**src/rtl/pk_frame_tx.sv**
```systemverilog
// pk_frame_tx: transmit end of the packed-frame interface.
//
// Takes one multi-dimensional packed frame per valid/ready handshake and
// sends it as OUTER beats of SLICE_W bits, most-significant slice first.
// Each beat carries first/last markers and an even-parity bit. A frame that
// carries X/Z bits is dropped and flagged; this check exists only in
// simulation and is constant false in synthesis.
//
// Ports:
//   clk         rising-edge clock for all state
//   rst_n       synchronous reset, active low
//   in_valid    upstream frame valid
//   in_ready    frame accepted when in_valid && in_ready
//   in_frame    packed frame, slice OUTER-1 goes out first
//   out_valid   beat valid
//   out_ready   downstream ready, beat moves when out_valid && out_ready
//   out_data    current slice
//   out_first   beat carries slice OUTER-1
//   out_last    beat carries slice 0
//   out_parity  XOR-reduce of out_data
//   err_xz      one-cycle pulse: an accepted frame held X/Z and was dropped
//   frame_cnt   saturating count of fully transmitted frames
//
// state | meaning
// IDLE  | no frame held, in_ready high
// SEND  | frame held, beat frame_q[idx] presented on out_*

module pk_frame_tx #(
    parameter int OUTER   = 4,
    parameter int SLICE_W = 20,
    parameter int CNT_W   = 8
) (
    input  logic                             clk,
    input  logic                             rst_n,
    input  logic                             in_valid,
    output logic                             in_ready,
    input  logic [OUTER-1:0][SLICE_W-1:0]    in_frame,
    output logic                             out_valid,
    input  logic                             out_ready,
    output logic [SLICE_W-1:0]               out_data,
    output logic                             out_first,
    output logic                             out_last,
    output logic                             out_parity,
    output logic                             err_xz,
    output logic [CNT_W-1:0]                 frame_cnt
);

    localparam int IDX_W = (OUTER > 1) ? $clog2(OUTER) : 1;
    localparam logic [IDX_W-1:0] IDX_TOP = IDX_W'(OUTER - 1);
    localparam logic [IDX_W-1:0] IDX_ONE = IDX_W'(1);

    typedef enum logic {
        IDLE,
        SEND
    } state_t;

    state_t                          state;
    logic [IDX_W-1:0]                idx;
    logic [OUTER-1:0][SLICE_W-1:0]   frame_q;

    logic beat_xfer;
    logic frame_done;
    logic accept;
    logic frame_bad;
    logic load;
    logic reject;

    assign beat_xfer  = out_valid && out_ready;
    // out_last is a register, so this is the only out_ready -> in_ready path.
    assign frame_done = beat_xfer && out_last;
    assign in_ready   = rst_n && ((state == IDLE) || frame_done);
    assign accept     = in_valid && in_ready;

    always_comb begin
        frame_bad = 1'b0;
`ifndef SYNTHESIS
        frame_bad = ((^in_frame) === 1'bx);
`endif
    end

    assign load   = accept && !frame_bad;
    assign reject = accept && frame_bad;

    always_ff @(posedge clk) begin
        if (!rst_n) begin
            state      <= IDLE;
            idx        <= '0;
            frame_q    <= '0;
            out_valid  <= 1'b0;
            out_data   <= '0;
            out_first  <= 1'b0;
            out_last   <= 1'b0;
            out_parity <= 1'b0;
            err_xz     <= 1'b0;
            frame_cnt  <= '0;
        end else begin
            err_xz <= reject;

            if (frame_done && (frame_cnt != {CNT_W{1'b1}})) begin
                frame_cnt <= frame_cnt + CNT_W'(1);
            end

            if (load) begin
                // Covers both IDLE accepts and the no-bubble restart on the
                // last beat of the previous frame.
                state      <= SEND;
                frame_q    <= in_frame;
                idx        <= IDX_TOP;
                out_valid  <= 1'b1;
                out_data   <= in_frame[OUTER-1];
                out_first  <= 1'b1;
                out_last   <= 1'b0;
                out_parity <= ^in_frame[OUTER-1];
            end else if (state == SEND && beat_xfer) begin
                if (idx == '0) begin
                    state     <= IDLE;
                    out_valid <= 1'b0;
                    out_first <= 1'b0;
                    out_last  <= 1'b0;
                end else begin
                    idx        <= idx - IDX_ONE;
                    out_data   <= frame_q[idx - IDX_ONE];
                    out_first  <= 1'b0;
                    out_last   <= (idx == IDX_ONE);
                    out_parity <= ^frame_q[idx - IDX_ONE];
                end
            end
        end
    end

`ifndef SYNTHESIS
    initial begin
        if (OUTER < 2) $fatal(1, "pk_frame_tx: OUTER must be at least 2");
    end

    always @(posedge clk) begin
        if (rst_n && out_valid && out_first && out_last) begin
            $error("pk_frame_tx: first and last marked on the same beat");
        end
    end
`endif

endmodule

```
**config.mk**
```make
export PLATFORM = sky130hd
export DESIGN_NAME = pk_frame_tx
export DESIGN_NICKNAME = d
export VERILOG_FILES = /design/src/rtl/pk_frame_tx.sv
export SDC_FILE = /design/constraint.sdc
export NUM_CORES = 1
export LEC_CHECK = 0
export ABC_CLOCK_PERIOD_IN_PS = 4450
export CAP_MARGIN = 40
export CORE_MARGIN = 1
export CORE_UTILIZATION = 45
export DETAILED_ROUTE_END_ITERATION = 16
export GPL_TIMING_DRIVEN = 0
export PLACE_DENSITY_LB_ADDON = 0.05
export SYNTH_ARGS = -nofsm -noshare
export SYNTH_HDL_FRONTEND = slang
export SYNTH_SLANG_ARGS = --single-unit
```
**constraint.sdc**
```tcl
create_clock -name clk -period 4.45 [get_ports clk]
set_input_delay 0.89 -clock clk [delete_from_list [all_inputs] [get_ports clk]]
set_output_delay 0.89 -clock clk [all_outputs]
set_load 0.01 [all_outputs]
```
==> results.py, run 1 <==
metrics = {
    "status": {
        "status": "finished, final reports clean",
    },
    "synth": {
        "ys_types": 33,
        "syn-num-nets": 657,
        "synthAdderAreaFrac": 0.007355,
        "synth_compound_area_frac": 0.03457,
        "syn_area_per_cell_um2": 8.954,
        "synth_edf_count": 0,
        "synth_top_family_by_area": "simple AND/OR/NAND/NOR gates",
        "ys.flop_type": "dfxtp_1",
        "netlist_area_um2": 5104,
        "netlist_instances": 570,
        "synthArstFlopShare": 0,
        "synth_mux_area_frac": 0.1351,
        "yosys.area_share.xor_xnor": 0.08090,
        "synth_simple_gate_area_frac": 0.2564,
        "synth-seq-area-share": 0.4472,
        "yosysWarnings": 0,
        "synth-seq-cells": 114,
    },
    "timing": {
        "finalSetupViolCount": 0,
        "finClkSkew_ns": 0.005155,
        "tightestPinTransition_ns": 0.6622,
        "timing.fmax_mhz": 295.5,
        "slew-limit-headroom": 0.5586,
        "hold_violations": 0,
        "rsz0062_at_grt": "false",
        "final_max_slew_viol_count": 0,
        "fin_crit_ns": 3.384,
        "final.setup.tns_ns": 0,
        "fin_crit_sh": 0.7605,
    },
    "placed_design": {
        "portBuffers": 115,
        "place.gp.congestion": 0.7901,
        "place_hpwl_mm": 10.82,
    },
    "detailed_routing": {
        "drt-total-wl_mm": 14.20,
        "viasPerCell": 5.221,
        "ant_nets": 0,
        "vias": 4469,
        "first_pass_iters": 5,
        "drc": 0,
        "wire_per_inst_um": 16.59,
        "drt-initial-drc-count": 285,
    },
    "clock_tree": {
        "root_buffer": "clkbuf_16",
        "path_clk_slew_ns": 0.05,
        "post_cts_resized": 0,
        "cts_setup_buffers": 0,
        "cts.sinks": 114,
        "htreeDepth": 4,
        "cts_made_buffers": 17,
        "clk_latency_ns": 0.41,
        "cts_buffer_depth": 2,
        "cts_tree": "built",
        "cts_hold_buf": 0,
    },
    "floorplanning": {
        "chipWidth_um": 108.5,
        "num_rows": 38,
        "start_util": 0.4667,
        "die-area_um2": 11770,
        "io_pins": 118,
        "core_area_um2": 10940,
        "die_h_um": 108.5,
    },
    "finish": {
        "fin_util": 0.6410,
        "drive_gt1_frac": 0.08240,
        "layout_common_cells": "nand2_1, clkdlybuf4s50_1, dfxtp_1",
        "nets": 791,
        "synthToLayoutAreaGrowth_pct": 37.34,
        "antenna_cells": 0,
        "final_common_cell": "nand2_1",
    },
    "global_routing": {
        "grt_antenna_before_repair": 0,
        "grt-busiest-layer": "met2",
        "grt_util_met3": 0.05967,
        "grt_pass1_vias": 4348,
        "grt_max_degree": 17,
        "grt_remaining_overflow": 0,
        "grt_pass1_wl_mm": 22.35,
        "gr-usage-met2": 0.4082,
        "grt_use_met1": 0.3404,
        "grt_usage": 0.2566,
    },
    "setup_path": {
        "cp_slowest_cell": "clkdlybuf4s50_1",
        "startpoint_type": "input pin",
        "cp.arrival_ns": 2.49,
        "critPathRequiredTime_ns": 3.56,
        "crit_path_max_incr_delay_ns": 0.61,
        "path_cells": "clkdlybuf4s50_1 -> nand2_1 -> a21boi_0 -> clkdlybuf4s50_1",
        "crit_fanout": 6,
        "end_kind": "output pin",
        "cpMostUsedCell": "clkdlybuf4s50_1",
        "crit_type": "in2out",
    },
    "power_and_ir_drop": {
        "intPower_uw": 2344,
        "ir_worst_vdd_v": 0.0002524,
        "swShare": 0.2671,
        "power_frac_comb": 0.223,
        "switchingPower_uw": 854.1,
        "p_seq_frac": 0.363,
        "cellPowerDensity_nw_per_um2": 456.3,
        "leakage_uw": 0.002939,
        "pwr-share-clk": 0.414,
    },
    "job": {
        "maxCapViolCount": 0,
    },
    "min_path": {
        "hp-class": "reg2reg",
    },
}
-- per-stage QoR --
step	power, uW	setup WS (ns)	area, um^2	hold slack [ns]	instances
final	3198	1.066	7009	0.4514	856
after CTS	3210	1.081	7009	0.4528	856
after floorplan	1646	1.600	5104	0.4292	570
after global placement	1875	0.8600	6430	0.4404	825
after detailed placement	1889	0.8235	6430	0.4440	825
after global routing	3318	0.9649	7009	0.4632	856
-- layer usage --
metal  up-vias  share of wire
li1       2192              -
met1      2093           0.46
met2       167           0.45
met3        17          0.071
met4         0          0.014
met5         -              0
-- area by class of cell --
| type | instances | area (um^2) |
|---|---|---|
| tap | 140 | 175.2 |
| clock buffer | 21 | 470.5 |
| buffer | 40 | 185.2 |
| clock inverter | 10 | 108.9 |
| inverter | 2 | 7.507 |
| multi-input combinational | 414 | 2629 |
| sequential | 114 | 2282 |
| fill | 952 | 3926 |
| timing repair buffer | 115 | 1151 |
-- Yosys cell counts, drive strengths merged (2+ instances only) --
| cell type | count | area [um^2] |
|---|---|---|
| xor2 | 5 | 43.79 |
| mux4 | 20 | 469.2 |
| nand2 | 174 | 653.1 |
| o21ai | 22 | 110.1 |
| nand4 | 3 | 18.77 |
| nor2b | 3 | 18.77 |
| ha | 3 | 37.54 |
| nand3 | 83 | 415.4 |
| o211ai | 2 | 15.01 |
| and2 | 26 | 162.7 |
| xnor2 | 37 | 346.6 |
| inv | 2 | 7.510 |
| clkbuf | 24 | 90.09 |
| a21boi | 3 | 22.52 |
| or3 | 2 | 12.51 |
| buf | 16 | 95.10 |
| mux2i | 22 | 220.2 |
| dfxtp | 114 | 2282 |
-- critical path: cells and delay by family --
| family | cells | cell delay (ns) |
|---|---|---|
| compound gates | 1 | 0.33 |
| buf+inv | 2 | 1.20 |
| simple gates | 1 | 0.08 |
-- path summary, 6_finish.rpt --
| check | start | slack [ns] | depth (start not counted) | to |
|---|---|---|---|---|
| hold / removal | frame_q[13] | 0.45 | 2 | frame_q[13] |
| setup / recovery | out_ready | 1.07 | 4 | in_ready |
| setup reg to reg | idx[0] | 1.15 | 13 | out_parity |
| hold reg to reg | frame_q[13] | 0.45 | 2 | frame_q[13] |
-- flip-flops by register name (all words and copies together) (netlist names) --
signal / count
frame_q: 80
out_data: 20
out_last: 1
out_parity: 1
out_first: 1
state: 1
frame_cnt: 8
idx: 2
-- power by group through the flow --
stage          registers [uW]  clock network [uW]  logic, uW
2_1_floorplan            1160                   0        482
3_3_place_gp             1180                   0        699
6_report                 1160                1320        713
5_1_grt                  1170                1390        766
3_5_place_dp             1180                   0        711
4_1_cts                  1160                1340        716
-- kinds of logic (layout without fill, tap and decap cells) --
group	Yosys count	in the layout
fa+ha+maj	3	3
other cells	1	1
simple gates	295	295
mux	42	42
buf+inv	42	188
compound gates	30	30
flops	114	114
xor+xnor	43	43
Note: power is estimated with default switching activity, not from simulation.
==> inputs of run 2 (changes only) <==
--- a/config.mk
+++ b/config.mk
@@ -5,7 +5,7 @@
 export SDC_FILE = /design/constraint.sdc
 export NUM_CORES = 1
 export LEC_CHECK = 0
-export ABC_CLOCK_PERIOD_IN_PS = 4450
+export ABC_CLOCK_PERIOD_IN_PS = 3050
 export CAP_MARGIN = 40
 export CORE_MARGIN = 1
 export CORE_UTILIZATION = 45
==> constraint.sdc (replaced) <==
create_clock -name clk -period 3.05 [get_ports clk]
set_input_delay 0.61 -clock clk [delete_from_list [all_inputs] [get_ports clk]]
set_output_delay 0.61 -clock clk [all_outputs]
set_load 0.01 [all_outputs]
==> run 2 against run 1 <==
- global-route usage about the same
- utilization is 0.38 points higher
- clock power up 46%
- die area stayed put
- clock skew grew 0.0024 ns
- largest power group unchanged
- highest routed layer unchanged
==> results.py, run 2 (synthesis results as in run 1) <==
metrics = {
    "setup_path": {
        "startpoint_type": "register",
        "critPathRequiredTime_ns": 3.33,
        "rr_startpoint": "idx[0]",
        "crit_type": "reg2reg",
        "r2r_end": "out_parity",
        "end_kind": "register",
        "crit_fanout": 10,
        "r2r_slack_ns": 0.16,
        "rr_worst_depth": 12,
        "cp.arrival_ns": 3.17,
    },
    "clock_tree": {
        "clk_latency_ns": 0.41,
        "cts_buffer_depth": 2,
        "cts_made_buffers": 17,
        "cts_hold_buf": 0,
        "cts.sinks": 114,
        "htreeDepth": 4,
        "root_buffer": "clkbuf_16",
        "cts_tree": "built",
        "path_clk_slew_ns": 0.06,
    },
    "detailed_routing": {
        "ant_nets": 0,
        "viasPerCell": 5.201,
        "drc": 0,
        "wire_per_inst_um": 16.60,
        "first_pass_iters": 5,
        "drt-total-wl_mm": 14.23,
        "drt-initial-drc-count": 249,
        "vias": 4457,
    },
    "floorplanning": {
        "start_util": 0.4667,
        "io_pins": 118,
        "die_h_um": 108.5,
        "num_rows": 38,
        "chipWidth_um": 108.5,
        "die-area_um2": 11770,
        "core_area_um2": 10940,
    },
    "finish": {
        "synthToLayoutAreaGrowth_pct": 38.15,
        "instances_no_fill": 857,
        "top_register": "frame_q",
        "nets": 792,
        "antenna_cells": 0,
        "layout_common_cells": "nand2_1, clkdlybuf4s50_1, dfxtp_1",
        "top_regs": "frame_q (80), out_data (20), frame_cnt (8)",
        "drive_gt1_frac": 0.09066,
        "largest_register_ff_count": 80,
        "final_common_cell": "nand2_1",
    },
    "global_routing": {
        "grt_max_degree": 17,
        "grt_usage": 0.2569,
        "grt_pass1_vias": 4350,
        "grt_remaining_overflow": 0,
        "grt_pass1_wl_mm": 22.36,
        "grt_antenna_before_repair": 0,
    },
    "placed_design": {
        "portBuffers": 115,
        "place_hpwl_mm": 10.82,
        "place.gp.congestion": 0.7901,
        "place_inst": 825,
    },
    "timing": {
        "hold_violations": 0,
        "tightestPinTransition_ns": 0.6638,
        "fin_crit_ns": 2.887,
        "fin_crit_sh": 0.9465,
        "rsz0062_at_grt": "false",
        "finClkSkew_ns": 0.007583,
        "slew-limit-headroom": 0.5575,
        "finalSetupViolCount": 0,
        "final.setup.tns_ns": 0,
        "timing.fmax_mhz": 346.4,
        "final_max_slew_viol_count": 0,
    },
    "job": {
        "maxCapViolCount": 0,
    },
    "min_path": {
        "worstHoldEndpoint": "frame_q[41]",
        "worstHoldStart": "frame_q[41]",
        "hp-class": "reg2reg",
        "hold-path-cell-count": 2,
    },
    "power_and_ir_drop": {
        "intPower_uw": 3444,
        "pwr-share-clk": 0.410,
        "p_seq_frac": 0.361,
        "cellPowerDensity_nw_per_um2": 666.2,
        "leakage_uw": 0.002962,
        "power_frac_comb": 0.229,
        "ir_worst_vdd_v": 0.0003686,
        "switchingPower_uw": 1253,
        "swShare": 0.2668,
    },
    "status": {
        "status": "finished, final reports clean",
    },
}
[run 2: worst max-delay path by stage]
stage / from / to / slack, ns / cells after the start
after global placement: out_ready / frame_q[7] / -0.26 / 9
final: idx[0] / out_parity / 0.16 / 12
after floorplan: idx[0] / out_parity / 0.20 / 13
after global routing: idx[0] / out_parity / 0.01 / 12
after CTS: idx[0] / out_parity / 0.05 / 13
after detailed placement: out_ready / frame_q[7] / -0.30 / 9
[run 2: cell type report]
| cell class | count | area (um^2) |
|---|---|---|
| well taps | 140 | 175.2 |
| inverters | 2 | 7.507 |
| clock buffers | 21 | 470.5 |
| multi-input cells | 414 | 2651 |
| repair buffers | 116 | 1159 |
| fillers | 947 | 3885 |
| clock inverters | 10 | 108.9 |
| flip-flops and latches | 114 | 2283 |
| plain buffers | 40 | 195.2 |
[run 2: layer usage]
metal,up-vias,part of all wire,global-route usage
li1,2198,-,-
met1,2081,0.46,0.3408
met2,159,0.46,0.4087
met3,19,0.061,0.05967
met4,0,0.013,0.09073
met5,-,0,0
[run 2: repair_timing]
item / CTS / global route
setup endpoints to repair: 1 / 23
setup buffers: 1 / 0
gates resized for setup: 2 / 7
[run 2: metrics by stage]
stage	power (uW)	utilization	setup WS [ns]	hold slack, ns	instance area [um^2]
global route	4875	0.6447	0.01384	0.4632	7051
global placement	2735	0.5880	-0.2600	0.4404	6430
detailed placement	2756	0.5880	-0.2965	0.4440	6430
CTS	4692	0.6421	0.04999	0.4528	7022
floorplan	2402	-	0.2001	0.4292	5104
finish	4697	0.6447	0.1631	0.4506	7051
[run 2: power by group through the flow]
stage	Clock [uW]	Sequential, uW	Combinational [uW]
6_report	1930	1690	1080
5_1_grt	2020	1700	1150
4_1_cts	1950	1690	1050
3_5_place_dp	0	1720	1040
3_3_place_gp	0	1710	1020
2_1_floorplan	0	1700	703
[run 2: worst max-delay path, stage by stage (launching register included)]
cell	delay (ns)
dfxtp_2	0.37
buf_6	0.12
buf_12	0.14
inv_1	0.08
ha_1	0.33
buf_4	0.21
mux4_2	0.38
xnor2_2	0.19
xnor2_1	0.15
xnor3_1	0.43
xnor2_1	0.15
nor3_2	0.12
o22ai_2	0.09
==> inputs of run 3 (changes only) <==
--- a/config.mk
+++ b/config.mk
@@ -7,11 +7,13 @@
 export LEC_CHECK = 0
 export ABC_CLOCK_PERIOD_IN_PS = 3050
 export CAP_MARGIN = 40
+export CORE_ASPECT_RATIO = 1.4
 export CORE_MARGIN = 1
 export CORE_UTILIZATION = 45
 export DETAILED_ROUTE_END_ITERATION = 16
 export GPL_TIMING_DRIVEN = 0
 export PLACE_DENSITY_LB_ADDON = 0.05
+export SLEW_MARGIN = 0
 export SYNTH_ARGS = -nofsm -noshare
 export SYNTH_HDL_FRONTEND = slang
 export SYNTH_SLANG_ARGS = --single-unit
==> constraint.sdc (replaced) <==
create_clock -name clk -period 3.05 [get_ports clk]
set_input_delay 0.4575 -clock clk [delete_from_list [all_inputs] [get_ports clk]]
set_output_delay 0.4575 -clock clk [all_outputs]
set_load 0.01 [all_outputs]
==> run 3 against run 2 <==
- worst hold slack gained 0.00091 ns
- fmax grew 0.15%
- clock power is essentially flat
- global-route usage shrank 0.98 points
- first-iteration DRC count shrank 21%
- utilization grew 0.88 points
- wire length shrank 3.7%
- critical path type unchanged
- critical endpoint unchanged
==> results.py, run 3 (synthesis results as in run 1) <==
metrics = {
    "placed_design": {
        "place_inst": 826,
        "pre_cts_slack_ns": -0.3056,
        "place.gp.congestion": 0.8427,
        "place_hpwl_mm": 10.59,
        "portBuffers": 115,
    },
    "timing": {
        "final_max_slew_viol_count": 0,
        "rsz0062_at_grt": "false",
        "hold_violations": 0,
        "tightestPinTransition_ns": 0.7365,
        "finClkSkew_ns": 0.006405,
        "timing.fmax_mhz": 346.9,
        "slew-limit-headroom": 0.5090,
        "fin_crit_ns": 2.883,
        "fin_crit_sh": 0.9452,
        "setup_ws_ns": 0.1673,
        "finalSetupViolCount": 0,
    },
    "finish": {
        "synthToLayoutAreaGrowth_pct": 39.86,
        "top_register": "frame_q",
        "layout_common_cells": "nand2_1, clkdlybuf4s50_1, dfxtp_1",
        "instances_no_fill": 865,
        "largest_register_ff_count": 80,
        "antenna_cells": 0,
        "nets": 798,
        "top_regs": "frame_q (80), out_data (20), frame_cnt (8)",
        "drive_gt1_frac": 0.09807,
        "final_common_cell": "nand2_1",
    },
    "power_and_ir_drop": {
        "total_power_uw": 4748,
        "leakage_uw": 0.002995,
        "cellPowerDensity_nw_per_um2": 665.1,
        "ir_worst_vdd_v": 0.0004800,
    },
    "global_routing": {
        "gr-usage-met2": 0.4377,
        "grt_usage": 0.2471,
        "grt_max_degree": 17,
        "grt_remaining_overflow": 0,
        "grt_antenna_before_repair": 0,
        "grt_use_met1": 0.2966,
        "grt_pass1_vias": 4469,
        "grt_pass1_wl_mm": 22.14,
        "grt-busiest-layer": "met2",
        "grt_util_met3": 0.05813,
    },
    "detailed_routing": {
        "first_pass_iters": 5,
        "vias": 4415,
        "wire_per_inst_um": 15.84,
        "drc": 0,
        "viasPerCell": 5.104,
        "drt-total-wl_mm": 13.70,
        "ant_nets": 0,
        "drt-initial-drc-count": 196,
    },
    "min_path": {
        "worstHoldStart": "frame_q[18]",
        "hold-path-cell-count": 2,
        "hp-class": "reg2reg",
        "worstHoldEndpoint": "frame_q[18]",
    },
    "setup_path": {
        "crit_fanout": 10,
        "end_kind": "register",
        "rr_startpoint": "idx[0]",
        "cp.arrival_ns": 3.15,
        "crit_path_max_incr_delay_ns": 0.36,
        "r2r_end": "out_parity",
        "crit_type": "reg2reg",
        "cp_slowest_cell": "dfxtp_4",
        "startpoint": "idx[0]",
        "rr_worst_depth": 13,
        "startpoint_type": "register",
        "path_cells": "buf_12 -> buf_12 -> inv_1 -> ha_4 -> buf_6 -> buf_4 -> mux4_2 -> xnor2_2 -> xnor2_2 -> xnor3_1 -> xnor2_1 -> nor3_2 -> o22ai_2",
        "r2r_slack_ns": 0.17,
        "critPathRequiredTime_ns": 3.32,
    },
    "clock_tree": {
        "cts_hold_buf": 0,
        "cts_made_buffers": 17,
        "htreeDepth": 4,
        "path_clk_slew_ns": 0.05,
        "cts_tree": "built",
        "clk_latency_ns": 0.40,
        "cts_buffer_depth": 2,
        "cts.sinks": 114,
        "root_buffer": "clkbuf_16",
    },
    "floorplanning": {
        "core_area_um2": 10920,
        "start_util": 0.4672,
        "chipWidth_um": 92.01,
        "io_pins": 118,
        "num_rows": 45,
        "die-area_um2": 11780,
        "die_h_um": 128.0,
    },
    "status": {
        "status": "finished, final reports clean",
    },
    "job": {
        "maxCapViolCount": 0,
    },
}
[run 3: changes by cell type in the layout (fill, tap and decap cells not counted), sizes merged]
cell      previous run  this run
clkbuf              45        46
clkinvlp             2         3
clkinv               6         5
buf                 17        23
[run 3: how the worst max path moves through the flow]
stage	end	slack, ns	depth (start not counted)
6_report	out_parity	0.17	13
5_1_grt	out_parity	0.04	13
4_1_cts	out_parity	0.0003	13
3_5_place_dp	out_parity	-0.31	13
3_3_place_gp	out_parity	-0.27	13
2_1_floorplan	out_parity	0.20	13
[run 3: cell type report]
type,count,area [um^2]
Timing Repair Buffer,122,1216
Clock buffer,22,474.2
Buffer,40,206.4
Sequential cell,114,2286
Fill cell,945,3785
Multi-Input combinational cell,414,2664
Tap cell,141,176.4
Clock inverter,10,107.6
Inverter,2,7.507
[run 3: stage by stage]
step / hold slack, ns / setup TNS [ns] / util / cell area (um^2)
after floorplan: 0.4292 / 0 / - / 5104
after global placement: 0.4385 / -0.3180 / 0.5888 / 6431
after detailed placement: 0.4438 / -0.6228 / 0.5888 / 6431
after CTS: 0.4523 / 0 / 0.6480 / 7078
after global routing: 0.4736 / 0 / 0.6535 / 7138
final: 0.4515 / 0 / 0.6535 / 7138
[run 3: timing repair]
| action | 4_1_cts | 5_1_grt |
|---|---|---|
| buffers inserted | 4 | 3 |
| gates resized for setup | 7 | 5 |
| gates cloned | 0 | 0 |
| pin swaps | 2 | 2 |
| endpoints found under the setup margin | 1 | 1 |
[run 3: worst max-delay path, delay by kind of cell, from the launching register on]
kind	cells	cell delay, ns
adders and majority gates	1	0.23
DFF	1	0.36
muxes	1	0.34
xor gates and xnor gates	4	0.90
buffers and inverters	5	0.67
and+or+nand+nor	1	0.14
AOI/OAI and AO/OA	1	0.09
[run 3: where the power goes]
group / switching (uW) / leakage, uW / internal [uW] / total [uW]
registers: 76.9 / 0.000937 / 1610 / 1690
clock network: 670 / 0.000282 / 1260 / 1930
logic: 506 / 0.00178 / 624 / 1130
[run 3: per-layer routing]
| metal | part of all wire | wire length (um) |
|---|---|---|
| met5 | 0 | 0 |
| met4 | 0.015 | 201 |
| met3 | 0.049 | 669 |
| met2 | 0.51 | 7003 |
| met1 | 0.43 | 5825 |
==> edit 1, RTL diff (config.mk and constraints of run 3) <==
Change the parameter `CNT_W` from 8 to 10.
--- a/src/rtl/pk_frame_tx.sv
+++ b/src/rtl/pk_frame_tx.sv
@@ -28,7 +28,7 @@
 module pk_frame_tx #(
     parameter int OUTER   = 4,
     parameter int SLICE_W = 20,
-    parameter int CNT_W   = 8
+    parameter int CNT_W   = 10
 ) (
     input  logic                             clk,
     input  logic                             rst_n,
Interface: changed (resized frame_cnt); port bits go from 118 to 120. The function was not compared with the original's and may differ.
==> edit 1 against run 3 <==
Core utilization decreased by 2.2 points; routed wire length increased by 2.0%; clock skew increased by 1.4 ps; non-clock buffer count decreased by 2; via count increased by 4.7%; sequential share of layout area increased by 0.57 points; synthesized area increased by 2.1%; sequential cell count increased by 2; clock power decreased by 5%; cell area decreased by 0.12%; total power decreased by 3.8%; count of clock-buffer cells in the layout decreased by 4; final cell count increased by 6.0%; setup slack got worse by 29 ps.
==> edit 1: results (changes against run 3) <==
| Metric | Value |
|---|---|
| Hold WS | `451 ps (-0.457 ps)` |
| Clk. pwr | `1840 µW (-5%)` |
| Crit. End Element | `flip-flop` |
| N_diodes | `0 (unchanged)` |
| Biggest regs | `frame_q: 80 flops, out_data: 20 flops, frame_cnt: 10 flops` |
| Top cells by area, synth | `dfxtp_1 (45%), nand2_1 (18%), nand3_1 (8.1%)` |
| CP max stage delay | `370 ps` |
| R2r worst-path depth | `13 (unchanged)` |
| Post-synth cell types | `33 (unchanged)` |
| Setup violations, final | `0 (unchanged)` |
| Asr flop ratio synth | `0% (unchanged)` |
| Initial antenna violation count | `0 (unchanged)` |
| Inserted Clock Buffers | `17 (unchanged)` |
| ANT nets after route | `0 (unchanged)` |
| Worst Skew | `7.80 ps (+1.39 ps)` |
| Vias in the first global route | `4639 (+3.8%)` |
| Critical-path top delay cell | `dfxtp_2` |
| VDD IR max | `0.000425 V (-11%)` |
| Drt wl/cell | `15.2 µm (-3.8%)` |
| Worst Hold End | `frame_q[9]$_SDFFE_PN0P_` |
| RePlAce Congestion | `0.814 (-3.4%)` |
| First-pass GRT wire length | `22.8 mm (+3.2%)` |
| Critical path peak fanout | `10 (unchanged)` |
| Setup bufs post-CTS | `1 (-3)` |
| Overall Global Routing Usage | `25.0% (+0.25 points)` |
| Fraction of layout cells with a size suffix above 1 | `7.37% (-2.4 points)` |
| Detailed Route Iter0 Violations | `206 (+5.1%)` |
| Int Power | `3310 µW (-5.2%)` |
| 1st-pass router iterations | `5 (unchanged)` |
| PostCTS Resize Cnt | `2 (-5)` |
| Hold WC Path Type | `flip-flop to flip-flop` |
| Most common library cells after synthesis | `nand2_1 (256), dfxtp_1 (116), nand3_1 (84), xnor2_1 (38), clkbuf_1 (27)` |
| Worst-Margin Slew | `651 ps (-86.0 ps)` |
| LEAKAGE | `0.00306 µW (+2.1%)` |
| Hold Buf Count CTS | `0 (unchanged)` |
| Final nets | `848 (+6.3%)` |
| DP HPWL | `10.8 mm (+1.6%)` |
| WP data arrival | `3190 ps (+40 ps)` |
| Hold path startpoint | `frame_q[9]$_SDFFE_PN0P_` |
| Clock slew at reported path FFs | `50 ps (about the same)` |
| Via/cell ratio | `5.04 (-1.2%)` |
| Largest delay contributor family on the critical path | `buffers and inverters` |
| Syn nets | `711 (+8.2%)` |
| Largest net degree at the start of global routing | `17 (unchanged)` |
| Sequential-to-total area share from yosys stat | `44.6% (-0.17 points)` |
| Port bufs | `117 (+1.7%)` |
| Comb pwr | `1020 µW (-9.7%)` |
| Outcome | `finished, final reports clean` |
| Worst hold path cell count | `2 (unchanged)` |
| H-tree depth | `4 (unchanged)` |
| Reg-to-Reg End | `out_parity$_SDFFE_PN0P_` |
| Worst skew pair latency | `420 ps (+20 ps)` |
| Max Cap Violations | `0 (unchanged)` |
| Clock Tree Root | `clkbuf_16` |
| FF-to-FF setup slack | `140 ps (-30 ps)` |
| CTS max path bufs | `2 (unchanged)` |
| Crit path launch | `idx[0]$_SDFFE_PN0P_` |
## edit 1: final cells by class
| class | instances | area [µm²] |
|---|---|---|
| Multi-Input combinational cell | 463 | 2690 |
| Inverter | 3 | 11.3 |
| Clock inverter | 13 | 113 |
| Fill cell | 1041 | 4150 |
| Tap cell | 144 | 180 |
| Clock buffer | 18 | 439 |
| Buffer | 42 | 196 |
| Timing Repair Buffer | 118 | 1180 |
| Sequential cell | 116 | 2320 |
## edit 1: cells by family (layout without fill, tap and decap cells)
| group | after synthesis | in the layout | share of synthesized area [%] |
|---|---|---|---|
| compound gates | 26 | 26 | 3.70 |
| xor+xnor | 47 | 47 | 8.45 |
| fa+ha+maj | 3 | 3 | 0.720 |
| buf+inv | 45 | 194 | 3.89 |
| flops | 116 | 116 | 44.6 |
| mux | 22 | 22 | 9.39 |
| other cells | 1 | 1 | 0.0719 |
| simple gates | 364 | 364 | 29.2 |
## edit 1: worst register-to-register path: stages (launching register included)
cell	delay [ps]
dfxtp_2	370
buf_6	120
buf_12	140
inv_1	70
ha_1	340
buf_4	220
buf_4	230
mux4_2	360
xnor2_1	200
xnor2_1	150
xnor3_1	260
xnor2_1	140
nor2_1	90
o22ai_1	80
## edit 1: metrics by stage
| stage | instance area (µm²) | power (µW) | setup WS, ps | std cells |
|---|---|---|---|---|
| 2_1_floorplan | 5210 | 2400 | 266 | 624 |
| 3_3_place_gp | 6560 | 2730 | -188 | 885 |
| 3_5_place_dp | 6560 | 2750 | -199 | 885 |
| 4_1_cts | 7130 | 4580 | 97.6 | 917 |
| 5_1_grt | 7130 | 4750 | 6.43 | 917 |
| 6_report | 7130 | 4570 | 139 | 917 |
## edit 1: metal layers
metal / global-route usage (%) / wire length [µm]
met4: 8.87 / 241
met1: 30.0 / 5870
met5: 0 / 0
met3: 5.81 / 705
met2: 43.6 / 7150
==> edit 2, RTL diff (config.mk and constraints of run 3) <==
Without the edit above. Register the output `frame_cnt` once more, with the module's reset; this adds one clock of latency there. The other outputs are not delayed to match.
--- a/src/rtl/pk_frame_tx.sv
+++ b/src/rtl/pk_frame_tx.sv
@@ -54,6 +54,8 @@
         SEND
     } state_t;
 
+    logic [CNT_W-1:0] frame_cnt_s0;
+
     state_t                          state;
     logic [IDX_W-1:0]                idx;
     logic [OUTER-1:0][SLICE_W-1:0]   frame_q;
@@ -92,12 +94,12 @@
             out_last   <= 1'b0;
             out_parity <= 1'b0;
             err_xz     <= 1'b0;
-            frame_cnt  <= '0;
+            frame_cnt_s0 <= '0;
         end else begin
             err_xz <= reject;
 
-            if (frame_done && (frame_cnt != {CNT_W{1'b1}})) begin
-                frame_cnt <= frame_cnt + CNT_W'(1);
+            if (frame_done && (frame_cnt_s0 != {CNT_W{1'b1}})) begin
+                frame_cnt_s0 <= frame_cnt_s0 + CNT_W'(1);
             end
 
             if (load) begin
@@ -140,5 +142,13 @@
     end
 `endif
 
+    always_ff @(posedge clk) begin
+        if (!rst_n) begin
+            frame_cnt <= '0;
+        end else begin
+            frame_cnt <= frame_cnt_s0;
+        end
+    end
+
 endmodule
 
Behaviour: not the same (a bounded check fails within 10 cycles, from zero or initial values and one cycle with rst_n low).
==> edit 2 against run 3 <==
Synthesized cell count rose by 2.8%; fmax increased by 1.5%; sequential cell count is 8 higher; global-route usage increased by 0.32 points; sequential share of layout area is 1.0 points higher; cell area grew 3.6%; final cell count grew 2.3%; synthesized area rose by 3.5%; routed wire length rose by 3.6%; setup slack improved by 42 ps; total power up 7.6%; critical path depth did not move; non-clock buffer count rose by 1; core utilization decreased by 0.43 points.
==> edit 2: results (changes against run 3) <==
| Metric | Value |
|---|---|
| Via/cell ratio | `5.13 (+0.51%)` |
| H-tree depth | `4 (unchanged)` |
| CTS max path bufs | `2 (unchanged)` |
| Detailed Route Iter0 Violations | `180 (-8.2%)` |
| Vias in the first global route | `4555 (+1.9%)` |
| Inserted Clock Buffers | `17 (unchanged)` |
| DRT Wirelength | `14.2 mm (+3.6%)` |
| VDD IR max | `0.000395 V (-18%)` |
| Critical path peak fanout | `10 (unchanged)` |
| Biggest regs | `frame_q: 80 flops, out_data: 20 flops` |
| Worst Skew | `7.44 ps (+1.04 ps)` |
| Overall Global Routing Usage | `25.0% (+0.32 points)` |
| Fraction of layout cells with a size suffix above 1 | `9.85% (+0.045 points)` |
| N_diodes | `0 (unchanged)` |
| ANT nets after route | `0 (unchanged)` |
| First-pass GRT wire length | `22.7 mm (+2.7%)` |
| Yosys warning count | `0 (unchanged)` |
| Sequential-to-total area share from yosys stat | `46.3% (+1.5 points)` |
| LEAKAGE | `0.00308 µW (+3.0%)` |
| Post-synth cell types | `35 (+6.1%)` |
| Synth Area per Inst | `9.01 µm² (+0.63%)` |
| 1st-pass router iterations | `4 (-1)` |
| Placed cell count | `846 (+2.4%)` |
| R2r worst-path depth | `13 (unchanged)` |
| Top cells by area, synth | `dfxtp_1 (46%), nand2_1 (12%), nand3_1 (7.9%)` |
| Largest net degree at the start of global routing | `17 (unchanged)` |
| P_sw | `1320 µW (+5.5%)` |
| Vias | `4540 (+2.8%)` |
| Initial antenna violation count | `0 (unchanged)` |
| Final nets | `815 (+2.1%)` |
| Slew HR | `52.8% (+1.9 points)` |
| DP HPWL | `10.9 mm (+3.0%)` |
| Outcome | `finished, final reports clean` |
| Port bufs | `116 (+0.87%)` |
| Syn nets | `673 (+2.4%)` |
| Most common library cells after synthesis | `nand2_1 (174), dfxtp_1 (122), nand3_1 (83), xnor2_1 (35), and2_1 (34)` |
| RePlAce Congestion | `0.856 (+1.6%)` |
| WP data arrival | `3120 ps (-30 ps)` |
| Clock Tree Root | `clkbuf_16` |
==> edit 2: cell count changes in the layout (fill, tap and decap cells not counted), sizes merged <==
cell / change
and2: +8
dfxtp: +8
clkbuf: -7
bufinv: +3
clkdlybuf4s50: +1
inv: +2
buf: +2
==> edit 2: per-stage QoR <==
step	instance area (µm²)	setup slack [ps]	hold WS, ps	total power (µW)
3_5_place_dp	6620	-285	445	2860
3_3_place_gp	6620	-276	438	2840
5_1_grt	7400	13.6	467	5320
2_1_floorplan	5280	216	429	2500
4_1_cts	7280	32.4	455	5060
6_report	7400	209	452	5110
==> edit 2: power groups by stage <==
stage | Combinational (µW) | Clock, µW | Sequential [µW]
2_1_floorplan | 697 | 0 | 1810
3_3_place_gp | 1030 | 0 | 1820
3_5_place_dp | 1030 | 0 | 1820
4_1_cts | 1050 | 2220 | 1790
5_1_grt | 1220 | 2300 | 1800
6_report | 1130 | 2190 | 1790
==> edit 2: final timing paths <==
path	start	endpoint	slack, ps
max reg2reg	idx[0]$_SDFFE_PN0P_	out_parity$_SDFFE_PN0P_	210
max	idx[0]$_SDFFE_PN0P_	out_parity$_SDFFE_PN0P_	210
min	frame_q[40]$_SDFFE_PN0P_	frame_q[40]$_SDFFE_PN0P_	450
min reg2reg	frame_q[40]$_SDFFE_PN0P_	frame_q[40]$_SDFFE_PN0P_	450
==> edit 2: layer usage <==
metal	wire length (µm)	GRT usage (%)	part of all wire (%)
met4	315	9.68	2.2
met2	7310	44.9	52
met5	0	0	0
met1	6040	28.9	43
met3	521	5.59	3.7
==> edit 2: cell type report <==
cell class / instances / area, µm²
inverter: 2 / 7.51
sequential: 122 / 2450
timing repair buffer: 123 / 1210
tap: 144 / 180
clock inverter: 15 / 223
clock buffer: 17 / 425
fill: 980 / 4000
buffer: 40 / 206
multi-input combinational: 422 / 2700
==> edit 2: logic make-up (layout without fill, tap and decap cells) <==
| logic type | after synthesis | after routing | share of synthesized area [%] |
|---|---|---|---|
| AO/OA/AOI/OAI | 30 | 30 | 3.22 |
| other | 1 | 1 | 0.0710 |
| XOR/XNOR | 43 | 43 | 7.68 |
| flip-flops | 122 | 122 | 46.3 |
| multiplexers | 42 | 42 | 12.8 |
| buffers and inverters | 42 | 197 | 3.48 |
| AND/OR/NAND/NOR | 303 | 303 | 25.7 |
| adder cells (fa/ha/maj) | 3 | 3 | 0.711 |
==> edit 2: critical path, cell delays in order, from the launching register on <==
cell	delay, ps
dfxtp_4	370
buf_12	160
buf_12	110
inv_2	50
ha_4	270
buf_6	120
buf_4	160
mux4_2	330
xnor2_1	200
xnor2_1	140
xnor3_1	440
xnor2_1	160
nor3_2	100
o22ai_1	90
==> edit 2: timing repair <==
action,in CTS,in global routing
pin swaps,0,1
resized for setup,5,10
setup endpoints to repair,1,1
setup buffers,0,7
gates cloned,0,0
